## src/rtl/matrix_pkg.sv

```systemverilog
// Shared types and sizing helpers for the matrix multiplier processing elements.
package matrix_pkg;

  typedef enum logic [1:0] {
    IDLE,
    MAC,
    WRITE
  } pe_state_t;

  // Result width that cannot overflow: k products of two full-scale negatives.
  function automatic int pe_acc_w(input int data_w, input int k);
    return 2 * data_w + $clog2(k) + 1;
  endfunction

endpackage

```

## src/rtl/pe_mac.sv

```systemverilog
// Signed multiply-accumulate slice: acc clears on clr, else adds a*b when en.
module pe_mac #(
  parameter int DATA_W = 8,
  parameter int ACC_W  = 18
) (
  input  logic                     clk,
  input  logic                     rst_n,
  input  logic                     clr,
  input  logic                     en,
  input  logic signed [DATA_W-1:0] a,
  input  logic signed [DATA_W-1:0] b,
  output logic signed [ACC_W-1:0]  acc
);

  logic signed [2*DATA_W-1:0] prod;

  assign prod = a * b;

  // NOTE: registers use non-blocking assignments so every flop samples pre-edge values.
  always_ff @(posedge clk or negedge rst_n) begin
    if (!rst_n) begin
      acc <= '0;
    end else if (clr) begin
      acc <= '0;
    end else if (en) begin
      acc <= acc + {{(ACC_W-2*DATA_W){prod[2*DATA_W-1]}}, prod};
    end
  end

endmodule

```

## src/rtl/matrix_pe.sv

```systemverilog
// Processing element: latches a row/column pair, forms their dot product one
// MAC per cycle, then pushes the result into the result FIFO.
module matrix_pe
  import matrix_pkg::*;
#(
  parameter int DATA_W = 8,
  parameter int K      = 2,
  parameter int ACC_W  = pe_acc_w(DATA_W, K)
) (
  input  logic                  clk,
  input  logic                  rst_n,
  input  logic                  start_PE,
  input  logic [K*DATA_W-1:0]   row_vec,
  input  logic [K*DATA_W-1:0]   col_vec,
  input  logic                  fifo_full,
  output logic                  PE_ready,
  output logic                  fifo_push,
  output logic [ACC_W-1:0]      fifo_data,
  output logic                  protocol_err
);

  localparam int            KW     = (K > 1) ? $clog2(K) : 1;
  localparam logic [KW-1:0] K_LAST = KW'(K - 1);

  pe_state_t                state;
  logic [KW-1:0]            k;
  logic signed [DATA_W-1:0] row_q [K];
  logic signed [DATA_W-1:0] col_q [K];
  logic signed [ACC_W-1:0]  acc;
  logic                     accept;

  assign accept = (state == IDLE) && start_PE;

  always_ff @(posedge clk or negedge rst_n) begin
    if (!rst_n) begin
      state        <= IDLE;
      k            <= '0;
      protocol_err <= 1'b0;
    end else begin
      if (start_PE && (state != IDLE)) begin
        protocol_err <= 1'b1;
      end
      case (state)
        IDLE: begin
          if (start_PE) begin
            k     <= '0;
            state <= MAC;
          end
        end
        MAC: begin
          k <= k + KW'(1);
          if (k == K_LAST) begin
            state <= WRITE;
          end
        end
        WRITE: begin
          if (!fifo_full) begin
            state <= IDLE;
          end
        end
        default: state <= IDLE;
      endcase
    end
  end

  // NOTE: operand latches carry no reset; they are always loaded on accept before MAC reads them.
  always_ff @(posedge clk) begin
    if (accept) begin
      for (int i = 0; i < K; i++) begin
        row_q[i] <= row_vec[i*DATA_W +: DATA_W];
        col_q[i] <= col_vec[i*DATA_W +: DATA_W];
      end
    end
  end

  pe_mac #(
    .DATA_W (DATA_W),
    .ACC_W  (ACC_W)
  ) u_mac (
    .clk   (clk),
    .rst_n (rst_n),
    .clr   (accept),
    .en    (state == MAC),
    .a     (row_q[k]),
    .b     (col_q[k]),
    .acc   (acc)
  );

  // PE_ready decodes only the state register, so the control unit may gate start_PE on it.
  assign PE_ready  = (state == IDLE);
  assign fifo_push = (state == WRITE) && !fifo_full;
  assign fifo_data = acc;

endmodule

```

## config.mk

```make
export PLATFORM = sky130hd
export DESIGN_NAME = matrix_pe
export DESIGN_NICKNAME = d
export VERILOG_FILES = /design/src/rtl/matrix_pkg.sv /design/src/rtl/pe_mac.sv /design/src/rtl/matrix_pe.sv
export SDC_FILE = /design/constraint.sdc
export NUM_CORES = 1
export LEC_CHECK = 0
export CORE_ASPECT_RATIO = 2
export CORE_UTILIZATION = 60
export CTS_CLUSTER_DIAMETER = 200
export CTS_CLUSTER_SIZE = 8
export DETAILED_ROUTE_END_ITERATION = 10
export GPL_ROUTABILITY_DRIVEN = 1
export PLACE_DENSITY = 0.84
export SYNTH_ARGS = -nofsm -noshare
export SYNTH_HDL_FRONTEND = slang
export SYNTH_SLANG_ARGS = --single-unit
```

## constraint.sdc

```tcl
create_clock -name clk -period 10.52 [get_ports clk]
set_input_delay 1.052 -clock clk [delete_from_list [all_inputs] [get_ports clk]]
set_output_delay 1.052 -clock clk [all_outputs]
set_load 0.1 [all_outputs]
```

==> results.md <==
- First DRT Iteration DRCs: 246
- Initial Util: 62.1%
- GRT overflow: 0
- Total I/O pin count: 57
- CP Capture Type: flip-flop
- Hold_sp: protocol_err$_DFFE_PN0P_
- CP required: 10.74 ns
- Worst Skew: 0.00668 ns
- Setup ws final: 2.81 ns
- # rows: 47
- Primary FF master, synth: edfxtp_1
- Initial antenna violation count: 0
- Core area: 8350 sq um
- DR pass1 iterations: 4
- Root Buffer: clkbuf_16
- Max Freq: 0.130 GHz
- Layout cells sized above 1: 5.34%
- Worst EP arrival: 7.93 ns
- Final min period: 7.71 ns
- Placer Congestion: 0.956
- Post-route DRC violation count: 0
- CTS max path bufs: 2
- Setup WS pre-CTS: 2.89 ns
- CTS tree: done
- Sequential Area: 1510 sq um
- Area grow syn2layout: 15.9%
- Vias in the first global route: 4,159
- Reg-to-Reg End: u_mac.acc[17]$_DFFE_PN0P_
- Reg2reg start: k$_DFFE_PN0P_
- Slew of the pin with the lowest slew margin: 1.20 ns
- Final wirelength: 11.5 mm
- Synth top area cells: fa_1, edfxtp_1, ha_1, dfrtp_1, inv_1
- Post-synth EDFFs: 32
- Outcome: completed
- Diodes inserted: 0
- Post_cts resized: 0
- Largest net degree at the start of global routing: 33
- Detailed placement HPWL: 9.40 mm
- Layout Nets: 718
- Setup violations, final: 0
- Area taken by multi-input logic gates: 3280 sq um
- Synthesized instance count: 521
- Cell taking the most area after synthesis: fa_1
- Max Cap Viol: 0
- Hold crit path type: reg2reg
- RSZ-0062 raised after global routing: false
- Seq/Total Area, Yosys: 29.1%
- Filler cell count: 602
- Hold-fix buffers, CTS: 0
- Drt wl/cell: 17.0 um
- GRT Util Overall: 28.8%
- Sink Count: 54
- Final Max Tran Viols: 0
- Cell with the most instances after synthesis: inv_1
- Reg2Reg Setup Slack: 2.81 ns
- Worst reg2reg path depth: 26
- Fin util: 72.0%
- Hold Path Stages: 1
- Post-CTS setup buffer count: 0
- Setup crit start kind: flip-flop
- Synth warn: 0
- Port Buffer Count: 56
- Share of the synthesized area in the top cell type: 21.6%
- Vias: 3,789
- Synthesized cell area: 5190 sq um
- Final hold viol count: 0
- Die footprint: 9040 sq um
- Asr flop ratio synth: 40.7%
- ANT nets after route: 0
- Synth Area per Inst: 9.96 sq um
- H-tree levels: 2
- First-pass GRT wire length: 19.1 mm
- Cells after DPL: 671
- Synthesized net count: 659
- CTS Buf Count: 5
- Period utilization: 73.3%
- Crit-path max FO: 20
- Slew headroom: 19.9%
- Setup Crit Path Kind: reg2reg
- Chip Height: 133 um
- Chip Width: 67.8 um
- Average vias per placed instance: 5.58
- Seq cells post-synth: 54
- End of the worst hold path: protocol_err$_DFFE_PN0P_
- Setup TNS: 0 ns
- Post-synth top cells: inv_1, fa_1, nor2_1, ha_1, edfxtp_1
- Final non-filler cell total: 679
- Netlist cell types: 49
- Worst-path clk slew: 0.08 ns
- Clk Latency, worst-skew pair: 0.30 ns
-- placed cells by master (no fill, tap or decap), drive strengths merged, types with 2 or more instances in the layout --
cell,n
fa,56
o21bai,5
or2,13
clkdlybuf4s50,56
clkinv,2
a21o,10
a31oi,3
o21a,3
o211ai,3
a221oi,2
a21oi,21
nor2,52
nand3,7
clkbuf,5
and2,5
nand2b,7
nor2b,4
xnor2,17
dfrtp,22
nand2,29
ha,46
o21ai,28
mux2i,17
or4,2
a22o,4
xor2,11
inv,101
nor3,4
edfxtp,32
-- worst max-delay path by stage --
stage | startpoint | to | slack, ns | depth (start not counted)
2_1_floorplan | k$_DFFE_PN0P_ | u_mac.acc[17]$_DFFE_PN0P_ | 4.12 | 25
3_3_place_gp | k$_DFFE_PN0P_ | u_mac.acc[17]$_DFFE_PN0P_ | 3.03 | 26
3_5_place_dp | k$_DFFE_PN0P_ | u_mac.acc[17]$_DFFE_PN0P_ | 2.89 | 26
4_1_cts | k$_DFFE_PN0P_ | u_mac.acc[17]$_DFFE_PN0P_ | 2.86 | 26
5_1_grt | k$_DFFE_PN0P_ | u_mac.acc[17]$_DFFE_PN0P_ | 2.40 | 26
6_report | k$_DFFE_PN0P_ | u_mac.acc[17]$_DFFE_PN0P_ | 2.81 | 26
-- per-stage QoR --
| step | area [sq um] | hold slack (ns) |
|---|---|---|
| floorplan | 5190 | 0.539 |
| finish | 6010 | 0.491 |
| CTS | 6010 | 0.489 |
| global placement | 5860 | 0.458 |
| global route | 6010 | 0.503 |
| detailed placement | 5860 | 0.467 |
-- cells by family after synthesis --
logic type	Yosys count	synth area share, %
adder cells (fa/ha/maj)	102	32.7
AND/OR/NAND/NOR	128	11.6
flip-flops	54	29.1
AO/OA/AOI/OAI	87	10.9
multiplexers	17	3.28
buffers and inverters	105	7.62
XOR/XNOR	28	4.73
-- critical path, stage by stage, from the launching register on --
cell      delay, ns
dfrtp_1        1.00
mux2i_1        0.80
or2_2          0.26
inv_1          0.08
fa_1           0.61
inv_1          0.14
fa_1           0.56
inv_1          0.06
fa_1           0.55
inv_1          0.06
fa_1           0.53
inv_1          0.04
ha_1           0.34
nand2_1        0.10
nor2_1         0.18
nand2_1        0.14
a31oi_1        0.26
o21a_1         0.19
nor2_1         0.09
ha_1           0.36
a21oi_1        0.25
o21bai_1       0.13
a31oi_1        0.15
o21a_2         0.15
nor3_1         0.04
or4b_1         0.48
o211ai_2       0.07
-- state kept, by name, summed over array words and instances (netlist names) --
signal	flops
row_q	16
protocol_err	1
u_mac.acc	18
k	1
col_q	16
state	2
-- per-layer routing --
layer | global-route usage, % | up-vias | share of wire [%]
met1 | 31.2 | 1828 | 36
li1 | - | 1816 | -
met2 | 51.8 | 107 | 57
met3 | 4.02 | 38 | 2.9
met5 | 0 | - | 0
met4 | 14.1 | 0 | 4.0
-- cell type report --
class	instances	area share, %
multi-input combinational	362	54.6
timing repair buffer	57	9.45
sequential	54	25.1
tap	98	2.04
clock inverter	3	0.479
inverter	100	6.24
clock buffer	5	2.08
Power is left out: the tool's default activity adds up to more than one toggle a clock period on the data nets, which glitch-free logic cannot reach.
